==> config.mk <==
export PLATFORM = sky130hd
export DESIGN_NAME = ac_table_loader
export DESIGN_NICKNAME = d
export VERILOG_FILES = /design/src/rtl/ac_table_loader.sv
export SDC_FILE = /design/constraint.sdc
export NUM_CORES = 1
export LEC_CHECK = 0
export ABC_AREA = 1
export BUFFER_PORTS_ARGS = -buffer_cell sky130_fd_sc_hd__clkbuf_2
export CAP_MARGIN = 20
export CORE_MARGIN = 8
export CORE_UTILIZATION = 56
export CTS_CLUSTER_DIAMETER = 100
export DETAILED_ROUTE_END_ITERATION = 8
export PLACE_DENSITY_LB_ADDON = 0.25
export SYNTH_ARGS = -nofsm -noshare
export SYNTH_HDL_FRONTEND = slang
export SYNTH_SLANG_ARGS = --single-unit
==> constraint.sdc <==
create_clock -name clk_i -period 3.4 [get_ports clk_i]
set_clock_uncertainty 0.2 [all_clocks]
set_input_delay 0.68 -clock clk_i [delete_from_list [all_inputs] [get_ports clk_i]]
set_output_delay 0.68 -clock clk_i [all_outputs]
set_load 0.02 [all_outputs]
==> src/rtl/ac_table_loader.sv <==
// ac_table_loader: clears the Aho-Corasick goto and failure tables, then
// decodes a header/state/value byte stream into single-cycle RAM writes.
//
//  state | meaning
//  ------+-----------------------------------------------------------
//  IDLE  | after reset, waiting for start
//  CLEAR | sweeping both RAMs with their clear values
//  HDR   | waiting for a record header byte
//  STA   | waiting for the state byte of a record
//  VAL   | waiting for the value byte of a record
//  WR    | the record's write strobe is on the RAM port
//  DONE  | end record seen; load complete
//  ERR   | reserved header type seen; stream rejected
module ac_table_loader #(
    parameter int unsigned         ADDR_W   = 12,
    parameter int unsigned         STATE_W  = 8,
    parameter int unsigned         CHAR_W   = 4,
    parameter logic [STATE_W-1:0]  GOTO_CLR = 8'hFF,
    parameter logic [STATE_W-1:0]  FAIL_CLR = 8'h00
) (
    input  logic               clk_i,
    input  logic               rst_ni,
    input  logic               start_i,
    input  logic [7:0]         in_data_i,
    input  logic               in_valid_i,
    output logic               in_ready_o,
    output logic               we_g_o,
    output logic [ADDR_W-1:0]  waddr_g_o,
    output logic [STATE_W-1:0] wdata_g_o,
    output logic               we_f_o,
    output logic [ADDR_W-1:0]  waddr_f_o,
    output logic [STATE_W-1:0] wdata_f_o,
    output logic               busy_o,
    output logic               done_o,
    output logic               err_o,
    output logic [15:0]        rec_cnt_o
);

    typedef enum logic [2:0] {
        S_IDLE  = 3'd0,
        S_CLEAR = 3'd1,
        S_HDR   = 3'd2,
        S_STA   = 3'd3,
        S_VAL   = 3'd4,
        S_WR    = 3'd5,
        S_DONE  = 3'd6,
        S_ERR   = 3'd7
    } state_e;

    localparam int unsigned PAD_W = ADDR_W - STATE_W;

    state_e               state_q;
    logic [ADDR_W-1:0]    clr_cnt_q;
    logic [ADDR_W-1:0]    clr_inc;
    logic                 is_fail_q;
    logic [CHAR_W-1:0]    chara_q;
    logic [STATE_W-1:0]   st_q;

    logic                 in_ready_q;
    logic                 we_g_q;
    logic [ADDR_W-1:0]    waddr_g_q;
    logic [STATE_W-1:0]   wdata_g_q;
    logic                 we_f_q;
    logic [ADDR_W-1:0]    waddr_f_q;
    logic [STATE_W-1:0]   wdata_f_q;
    logic                 busy_q;
    logic                 done_q;
    logic                 err_q;
    logic [15:0]          rec_cnt_q;

    logic                 take;

    assign clr_inc = clr_cnt_q + 1'b1;
    assign take    = in_valid_i & in_ready_q;

    // Sequencer: clear sweep, record decode and all registered outputs.
    always_ff @(posedge clk_i or negedge rst_ni) begin
        if (!rst_ni) begin
            state_q    <= S_IDLE;
            clr_cnt_q  <= '0;
            is_fail_q  <= 1'b0;
            chara_q    <= '0;
            st_q       <= '0;
            in_ready_q <= 1'b0;
            we_g_q     <= 1'b0;
            waddr_g_q  <= '0;
            wdata_g_q  <= '0;
            we_f_q     <= 1'b0;
            waddr_f_q  <= '0;
            wdata_f_q  <= '0;
            busy_q     <= 1'b0;
            done_q     <= 1'b0;
            err_q      <= 1'b0;
            rec_cnt_q  <= '0;
        end else begin
            case (state_q)
                S_IDLE, S_DONE, S_ERR: begin
                    if (start_i) begin
                        // First clear address goes out in the first CLEAR cycle.
                        state_q   <= S_CLEAR;
                        clr_cnt_q <= '0;
                        we_g_q    <= 1'b1;
                        waddr_g_q <= '0;
                        wdata_g_q <= GOTO_CLR;
                        we_f_q    <= 1'b1;
                        waddr_f_q <= '0;
                        wdata_f_q <= FAIL_CLR;
                        busy_q    <= 1'b1;
                        done_q    <= 1'b0;
                        err_q     <= 1'b0;
                        rec_cnt_q <= '0;
                    end
                end
                S_CLEAR: begin
                    if (clr_cnt_q == '1) begin
                        state_q    <= S_HDR;
                        we_g_q     <= 1'b0;
                        we_f_q     <= 1'b0;
                        in_ready_q <= 1'b1;
                    end else begin
                        clr_cnt_q <= clr_inc;
                        waddr_g_q <= clr_inc;
                        // Failure RAM only spans the state range.
                        we_f_q    <= (clr_inc[ADDR_W-1:STATE_W] == '0);
                        waddr_f_q <= {{PAD_W{1'b0}}, clr_inc[STATE_W-1:0]};
                    end
                end
                S_HDR: begin
                    if (take) begin
                        case (in_data_i[7:6])
                            2'b00, 2'b01: begin
                                is_fail_q <= in_data_i[6];
                                chara_q   <= in_data_i[CHAR_W-1:0];
                                state_q   <= S_STA;
                            end
                            2'b10: begin
                                state_q    <= S_DONE;
                                in_ready_q <= 1'b0;
                                busy_q     <= 1'b0;
                                done_q     <= 1'b1;
                            end
                            default: begin
                                state_q    <= S_ERR;
                                in_ready_q <= 1'b0;
                                busy_q     <= 1'b0;
                                err_q      <= 1'b1;
                            end
                        endcase
                    end
                end
                S_STA: begin
                    if (take) begin
                        st_q    <= in_data_i;
                        state_q <= S_VAL;
                    end
                end
                S_VAL: begin
                    if (take) begin
                        state_q    <= S_WR;
                        in_ready_q <= 1'b0;
                        if (is_fail_q) begin
                            we_f_q    <= 1'b1;
                            waddr_f_q <= {{PAD_W{1'b0}}, st_q};
                            wdata_f_q <= in_data_i;
                        end else begin
                            we_g_q    <= 1'b1;
                            waddr_g_q <= {st_q, chara_q};
                            wdata_g_q <= in_data_i;
                        end
                    end
                end
                S_WR: begin
                    state_q    <= S_HDR;
                    in_ready_q <= 1'b1;
                    we_g_q     <= 1'b0;
                    we_f_q     <= 1'b0;
                    if (rec_cnt_q != 16'hFFFF) begin
                        rec_cnt_q <= rec_cnt_q + 16'd1;
                    end
                end
                default: begin
                    state_q <= S_IDLE;
                end
            endcase
        end
    end

    assign in_ready_o = in_ready_q;
    assign we_g_o     = we_g_q;
    assign waddr_g_o  = waddr_g_q;
    assign wdata_g_o  = wdata_g_q;
    assign we_f_o     = we_f_q;
    assign waddr_f_o  = waddr_f_q;
    assign wdata_f_o  = wdata_f_q;
    assign busy_o     = busy_q;
    assign done_o     = done_q;
    assign err_o      = err_q;
    assign rec_cnt_o  = rec_cnt_q;

endmodule
Word-level counts from Yosys, hierarchy flattened
Index checks and enable logic that the tools add are counted.
{"block": "op_classes", "addsub": 2, "mul": 0, "div_mod_pow": 0, "magnitude_cmp": 0, "n_eq_ne": 23, "shift": 0, "n_mux": 50, "bitwise_logic": 1, "reduce_logical": 28}
{"op": "12-bit 2-to-1 mux", "count": 7}
{"op": "12-bit one-hot mux with 3 select lines", "count": 2}
{"op": "8-bit 2-to-1 mux", "count": 6}
{"op": "16-bit 2-to-1 mux", "count": 2}
{"op": "16-bit one-hot mux with 2 select lines", "count": 1}
{"op": "8-bit one-hot mux with 2 select lines", "count": 2}
{"op": "5-bit AND reduction", "count": 5}
{"op": "2-bit != test (second input constant)", "count": 12}
{"op": "12-bit one-hot mux with 2 select lines", "count": 1}
{"op": "4-bit AND reduction", "count": 6}
{"op": "3-bit one-hot mux with 6 select lines", "count": 1}
{"op": "16-bit by 1-bit adder with 16-bit output (second input constant)", "count": 1}
{"op": "1-bit 2-to-1 mux", "count": 16}
{"op": "16-bit != test (second input constant)", "count": 1}
{"op": "3-bit 2-to-1 mux", "count": 5}
{"op": "12-bit by 1-bit adder with 12-bit output (second input constant)", "count": 1}
{"op": "12-bit equality test (second input constant)", "count": 1}
{"op": "3-bit equality test (second input constant)", "count": 4}
{"op": "1-bit one-hot mux with 4 select lines", "count": 3}
{"op": "3-bit AND reduction", "count": 3}
{"op": "2-bit nonzero test", "count": 4}
{"op": "4-bit nonzero test", "count": 2}
{"op": "3-bit by 2-bit equality test with 1-bit output (second input constant)", "count": 2}
{"op": "1-bit one-hot mux with 2 select lines", "count": 3}
{"op": "12 further kinds", "count": 13}
{"block": "word_totals", "regBits": 90, "latch_bits": 0, "ramBits": 0, "romBits": 0, "in_bits": 12, "output_inout_bits": 62, "word_cells": 120, "mem_count": 0}

Logic depth before layout (Yosys ltp)
Gate-level depths: netlist (run 1).
{"block": "logic_depth", "ltp_word": 5, "mapped_depth": 12, "mapped_depth_nobuf": 11}

Worst setup path after synthesis (run 1)
Ideal clock, no wire load.
{"block": "synth_timing", "path_type": "register to register", "start": "reg rec_cnt_q[0] (netlist: rec_cnt_o[0])", "end": "reg rec_cnt_q[11] (netlist: rec_cnt_o[11])", "setup_time_ps": 74, "t_arrival_ps": 1696, "t_required_ps": 3126, "slack_ps": 1430, "path_stages_with_launch": 11, "n_path_buf": 1, "synth_period_minus_slack_ps": 1970, "path_cell_list": "dfrtp_1 ha_1 nand3_1 nor2_1 nand2_1 nor2_1 nand3_1 nand3_2 buf_4 nand2_1 o21ai_2"}
{"block": "synth_via", "elab_chain_len": 3, "elab_cells_between_ends": 6, "classes_between": "add/sub (1); eq/ne (2); mux (2); reduce/logical (1)"}
{"element": "from (decl)", "line": "69", "rtl": "logic [15:0] rec_cnt_q;"}
{"element": "from (signal assigned)", "line": "178", "rtl": "rec_cnt_q <= rec_cnt_q + 16'd1;"}
{"element": "16-bit by 1-bit adder with 16-bit output or 16-bit != test (tied branches)", "line": "178, 177"}
{"element": "16-bit 2-to-1 mux or 2-bit != test (tied branches)"}
{"element": "16-bit one-hot mux with 2 select lines or 3-bit AND reduction (tied branches)"}
Parallel ways exist; a longest one is shown, timed or not. The select of a mux whose other input is x is not followed.
A chain may end at the register's enable or synchronous reset.

Worst setup path in the final report (run 1)
{"block": "layout_timing", "start": "reg state_q[1]", "end": "reg waddr_g_q[1] (netlist: waddr_g_o[1])"}
{"block": "layout_via", "elab_chain_len": 4, "elab_cells_between_ends": 13, "classes_between": "eq/ne (8); mux (1); reduce/logical (4)"}
{"element": "from (decl)", "line": "52", "rtl": "state_e state_q;"}
{"element": "from (signal assigned)", "line": "79", "rtl": "state_q <= S_IDLE;"}
{"element": "from (signal assigned)", "line": "100", "rtl": "state_q <= S_CLEAR;"}
{"element": "from (signal assigned)", "line": "116", "rtl": "state_q <= S_HDR;"}
{"element": "3-bit equality test or 3-bit logical NOT (tied branches)", "line": "96", "rtl": "case (state_q)"}
{"element": "3-bit OR reduction", "line": "96"}
{"element": "2-bit != test (no source line) or 3-bit nonzero test (tied branches)"}
{"element": "5-bit AND reduction (no source line)"}
{"element": "to (signal assigned)", "line": "122", "rtl": "waddr_g_q <= clr_inc;"}
{"element": "to (signal assigned)", "line": "167", "rtl": "waddr_g_q <= {st_q, chara_q};"}
{"element": "to (decl)", "line": "61", "rtl": "logic [ADDR_W-1:0] waddr_g_q;"}
Parallel ways exist; a longest one is shown, timed or not.

==> out/qor.yml, run 1 <==
outcome:
  outcome: "finished clean"
synthesis:
  mappedNetlistArea_mm2: 0.00443
  synth_cells: 568
  synthXorXnorAreaFrac_pct: 1.58
  synth_area_leaders: "dfrtp_1, nand2_1, o21ai_0"
  synth_most_common_cell: "nand2_1"
  synth_top_family_by_area: "simple AND/OR/NAND/NOR gates"
  muxShareOfSynthArea_pct: 0
  synth.avg_cell_area_um2: 7.81
  synth_top_cell_area_share_pct: 48.5
  synth-seq-cells: 86
  yosys_warnings: 0
  yosys.area_share.simple_pct: 30.0
  async_flop_share_pct: 100
  yosysUniqueCellTypes: 33
  yosys.area.top_type: "dfrtp_1"
  synth_compound_area_share_pct: 11.2
  synth_common_cells: "nand2_1, dfrtp_1, o21ai_0, inv_1, nor2_1"
  yosysSeqAreaShare_pct: 48.5
  ys.flop_type: "dfrtp_1"
  synth-edff-count: 0
  synth_adder_area_share_pct: 0.564
sta:
  setup_viol: 0
  drv_slew: 0
  min_period_ns: 2.37
  hold_viol: 0
  max-slew-margin-rel_pct: 56.8
  max_freq_mhz: 422
  rsz0062_at_grt: "false"
  setup_slack_ns: 1.03
  hold_slack_ns: 0.289
  setup_tns_ns: 0
  max_slew.worst_pin.slew_ns: 0.647
  finalCritPeriodShare_pct: 69.7
worst_setup_path:
  worstPathMaxFanout: 14
  max_stage_delay_ns: 0.46
  end_kind: "flop"
  r2r_cells: 10
  regToRegStartpoint: "state_q[1]"
  crit_arrival_ns: 2.44
  cp_cell_sequence: "inv_2 -> nand2_1 -> nor2_2 -> nand2_1 -> inv_1 -> nor2_1 -> nand2_2 -> inv_2 -> nand2_1 -> nand2_1"
  rr_endpoint: "waddr_g_o[1]"
  crit_top_cell: "nand2_1"
  cpMaxStageDelayCell: "nor2_2"
  cp-start-kind: "flop"
  r2r_setup_slack_ns: 1.03
  cp.required_ns: 3.47
  worst-setup-path-type: "flop to flop"
drt:
  drt_wl_total_mm: 11.0
  ant_nets: 0
  dr.pass1.iters: 6
  viasPerCell: 5.35
  routedWlPerCell_um: 14.8
  drt-initial-drc-count: 162
  num_vias: 3977
  drc_errors: 0
clocking:
  numCtsBuffers: 9
  cts_resized: 0
  clk_pin_slew_worst_paths_ns: 0.10
  clk_latency_ns: 0.37
  cts.sinks: 86
  h-tree-depth: 3
  clockRootBuffer: "clkbuf_8"
  cts_tree: "built"
  clockBufferDepth: 2
global_routing:
  grt_overflow: 0
  antenna_found_initial: 0
  grt_pass1_wl_mm: 18.6
  first_global_vias: 3882
  groute.usage.overall_pct: 20.5
  grt_max_degree: 87
power_and_ir_drop:
  p_leak_nw: 2.57
  p_per_area_mw_per_mm2: 799
  vdd_ir_drop_max_mv: 0.479
place:
  io_buffer_count: 69
  finalWeightedCongestion: 0.910
  dp_hpwl_mm: 8.22
  place_ws_ns: 1.08
min_path:
  holdCritStartpoint: "waddr_g_o[11]"
  hold_depth: 2
  min_delay_worst_endpoint: "waddr_g_o[11]"
  worstHoldPathType: "flop to flop"
floorplan:
  dieArea_mm2: 0.0110
  ios: 74
  die_x_um: 105
  rows: 32
  fp.coreArea_mm2: 0.00769
  initial_utilization_pct: 57.7
  chipHeight_um: 105
final_layout:
  layout.nets: 650
  antennaDiodeCount: 0
  synthToLayoutAreaGrowth_pct: 14.1
  drive_gt1_share_pct: 18.9
flow_run:
  drv_cap: 0
[report_power, final]
| group | leakage [nW] | internal, mW | switching (mW) | total, mW |
|---|---|---|---|---|
| Combinational | 1.33 | 0.471 | 1.29 | 1.76 |
| Clock | 0.111 | 0.423 | 0.400 | 0.823 |
| Sequential | 1.12 | 1.28 | 0.180 | 1.46 |
[cell type report]
| cell class | count | area, µm² |
|---|---|---|
| fill | 703 | 2630 |
| timing repair buffer | 72 | 393 |
| multi-input combinational | 408 | 1940 |
| inverter | 59 | 221 |
| clock inverter | 7 | 103 |
| clock buffer | 9 | 124 |
| sequential | 86 | 2150 |
| tap | 102 | 128 |
[what timing repair did]
item                      CTS  global route
hold endpoints to repair    0            14
hold buffers                0             1
buffers inserted            0             0
[sequential cells by signal, summed over array words and instances, names as in the netlist]
register and count:
chara_q 4, err_o 1, is_fail_q 1, rec_cnt_o 16
waddr_g_o 12, wdata_f_o 8, wdata_g_o 8, st_q 8
waddr_f_o 8, done_o 1, we_g_o 1, we_f_o 1
clr_cnt_q 12, in_ready_o 1, busy_o 1, state_q 3
[stage by stage]
| step | utilization [%] | cell area (µm²) | total power [mW] | cells |
|---|---|---|---|---|
| 3_5_place_dp | 62.4 | 4790 | 3.23 | 725 |
| 2_1_floorplan | - | 4450 | 2.85 | 571 |
| 3_3_place_gp | 62.4 | 4790 | 3.19 | 725 |
| 4_1_cts | 65.3 | 5020 | 4.06 | 741 |
| 6_report | 65.8 | 5060 | 4.04 | 743 |
| 5_1_grt | 65.8 | 5060 | 4.33 | 743 |
[how the worst max path moves through the flow]
stage               depth (start not counted)  slack, ns         start       endpoint
floorplan                                  10       1.43  rec_cnt_o[0]  rec_cnt_o[11]
global placement                           10       1.13    state_q[1]   waddr_g_o[1]
detailed placement                         10       1.08    state_q[1]   waddr_g_o[2]
CTS                                        10       1.06    state_q[1]   waddr_g_o[9]
global route                               10       0.83  rec_cnt_o[0]   rec_cnt_o[3]
finish                                     10       1.03    state_q[1]   waddr_g_o[1]
[cell families after synthesis]
kind of cell | count (synthesis)
AO/OA/AOI/OAI | 86
XOR/XNOR | 8
adder cells (fa/ha/maj) | 2
buffers and inverters | 77
flip-flops | 86
other | 1
AND/OR/NAND/NOR | 308
[cells in the final DEF, fill, tap and decap left out, types with 3 or more instances in the layout]
cell type	netlist	layout
a21oi_1	4	4
a31oi_1	8	8
clkbuf_2	0	68
clkbuf_8	0	9
conb_1	1	4
dfrtp_1	86	86
inv_1	54	54
inv_2	5	5
inv_6	0	3
nand2_1	187	187
nand2_2	4	4
nand2_4	3	3
nand3_1	31	31
nand4_1	10	10
nor2_1	53	52
nor2_2	2	3
nor2_4	3	3
nor3_1	6	6
o21ai_0	57	57
o21ai_2	12	12
o21bai_1	3	3
xor2_1	6	6
[worst max-delay path: cells and delay by family (launching register included)]
kind / cells / cell delay, ns
simple gates: 7 / 1.22
flops: 1 / 0.43
buf+inv: 3 / 0.42
[routing by layer]
layer	vias up	share of wire, %	global-route usage (%)
met3	18	4.1	3.56
met2	100	49	33.8
met4	0	2.2	9.38
met5	-	0	0
met1	1918	45	25.9
li1	1941	-	-
Power figures use the tool's default switching activity.
==> run 2: changes to the inputs <==
==> constraint.sdc (replaced) <==
create_clock -name clk_i -period 2.2 [get_ports clk_i]
set_clock_uncertainty 0.2 [all_clocks]
set_input_delay 0.44 -clock clk_i [delete_from_list [all_inputs] [get_ports clk_i]]
set_output_delay 0.44 -clock clk_i [all_outputs]
set_load 0.02 [all_outputs]
==> run 2 against run 1 <==
  * Critical path depth is 1 lower
  * Final cell count is 2.0% higher
  * Final area is 1.3% higher
  * Highest routed layer unchanged
  * Worst hold slack worse by 0.15 ns
  * Sequential share of layout area is 0.56 points lower
  * Global-route usage is 0.28 points lower
==> out/qor.yml, run 2 (synthesis gave the netlist of run 1 again) <==
outcome:
  outcome: "finished clean"
min_path:
  hold_depth: 3
  holdCritStartpoint: "in_data_i[2]"
  worstHoldPathType: "input pin to flop"
  min_delay_worst_endpoint: "wdata_f_o[2]"
worst_setup_path:
  max_stage_delay_ns: 0.42
  rr_endpoint: "clr_cnt_q[0]"
  end_kind: "flop"
  regToRegStartpoint: "clr_cnt_q[0]"
  worst-setup-path-type: "flop to flop"
  r2r_cells: 9
  r2r_setup_slack_ns: 0.20
  cpMaxStageDelayCell: "dfrtp_1"
  cp.required_ns: 2.24
  critPathBufInv: 1
  crit_arrival_ns: 2.04
  cp_cell_sequence: "ha_1 -> nand2_1 -> nor2_1 -> nand3_1 -> nor2_1 -> nor2_2 -> inv_2 -> nand2_1 -> o21ai_2"
  cp-start-kind: "flop"
  cp_top_family: "simple AND/OR/NAND/NOR gates"
  worstPathMaxFanout: 13
drt:
  viasPerCell: 5.33
  dr.pass1.iters: 4
  drt_wl_total_mm: 10.9
  ant_nets: 0
  num_vias: 4041
  drc_errors: 0
  drt-initial-drc-count: 235
  routedWlPerCell_um: 14.4
final_layout:
  drive_gt1_share_pct: 21.3
  synthToLayoutAreaGrowth_pct: 15.6
  antennaDiodeCount: 0
  layout_common_cells: "nand2_1, dfrtp_1, clkbuf_2"
  largest_reg_flops: 16
  final_common_cell: "nand2_1"
  layout.nets: 666
floorplan:
  initial_utilization_pct: 57.7
  die_x_um: 105
  fp.coreArea_mm2: 0.00769
  chipHeight_um: 105
  ios: 74
  rows: 32
  dieArea_mm2: 0.0110
global_routing:
  first_global_vias: 3911
  groute.usage.overall_pct: 20.3
  grt_overflow: 0
  antenna_found_initial: 0
  grt_max_degree: 37
  grt_pass1_wl_mm: 18.6
sta:
  drv_slew: 0
  finalCritPeriodShare_pct: 90.9
  max_slew.worst_pin.slew_ns: 0.521
  rsz0062_at_grt: "false"
  setup_tns_ns: 0
  hold_viol: 0
  max-slew-margin-rel_pct: 64.9
  max_freq_mhz: 500
  hold_slack_ns: 0.142
  min_period_ns: 2.00
  setup_viol: 0
clocking:
  clk_pin_slew_worst_paths_ns: 0.09
  numCtsBuffers: 9
  h-tree-depth: 3
  cts.sinks: 86
  cts_tree: "built"
  clockRootBuffer: "clkbuf_8"
  clockBufferDepth: 2
  clk_latency_ns: 0.36
power_and_ir_drop:
  vdd_ir_drop_max_mv: 0.810
  p_per_area_mw_per_mm2: 1200
  p_leak_nw: 2.61
place:
  io_buffer_count: 69
  finalWeightedCongestion: 1.00
  dp_hpwl_mm: 8.48
flow_run:
  drv_cap: 0
==> run 2: cell count changes in the layout (fill, tap and decap cells not counted), sizes merged <==
cell / previous run / this run
buf: 3 / 19
bufinv: 2 / 0
clkinvlp: 1 / 3
inv: 62 / 61
==> run 2: metal layers <==
metal  GRT usage [%]  vias up  wire [µm]
met5               0        -          0
met4            10.6        0        368
met3            4.36       33        578
met2            31.8      129       5100
met1            25.8     1899       4890
li1                -     1980          -
==> run 2: timing repair <==
item	CTS	global route
endpoints found under the setup margin	0	19
buffers inserted	0	1
gates resized for setup	0	4
endpoints found under the hold margin	19	0
hold buffers	1	0
==> run 2: worst max-delay path by stage <==
stage	startpoint	end	slack (ns)	depth (start not counted)
2_1_floorplan	rec_cnt_o[0]	rec_cnt_o[11]	0.23	10
3_3_place_gp	rec_cnt_o[0]	done_o	0.21	10
3_5_place_dp	rec_cnt_o[0]	done_o	0.12	10
4_1_cts	rec_cnt_o[0]	done_o	0.04	10
5_1_grt	clr_cnt_q[0]	state_q[2]	0.001	9
6_report	clr_cnt_q[0]	clr_cnt_q[0]	0.20	9
==> run 2: tightest hold or removal path: cells and delay by family <==
family	cells	cell delay [ns]
AO/OA/AOI/OAI	1	0.07
buffers and inverters	1	0.09
AND/OR/NAND/NOR	1	0.06
==> run 2: report_power, final <==
part / leakage [nW] / switching (mW) / total (mW) / internal [mW]
clock: 0.0781 / 0.580 / 0.990 / 0.409
sequential: 1.12 / 0.280 / 2.25 / 1.97
combinational: 1.41 / 2.02 / 2.91 / 0.889
==> run 2: cell type report <==
type | count | area, µm²
clock buffer | 9 | 124
tap | 102 | 128
fill | 671 | 2560
inverter | 59 | 221
multi-input combinational | 408 | 1950
timing repair buffer | 88 | 505
sequential | 86 | 2150
clock inverter | 6 | 45.0
==> run 2: per-stage QoR <==
stage | setup slack, ns | total power, mW | area, µm² | util [%] | instances
after floorplan | 0.230 | 4.41 | 4450 | - | 571
after global placement | 0.206 | 5.08 | 4930 | 64.1 | 741
after detailed placement | 0.119 | 5.15 | 4930 | 64.1 | 741
after CTS | 0.0442 | 6.16 | 5100 | 66.4 | 757
after global routing | 0.00116 | 6.59 | 5120 | 66.7 | 758
final | 0.200 | 6.15 | 5120 | 66.7 | 758
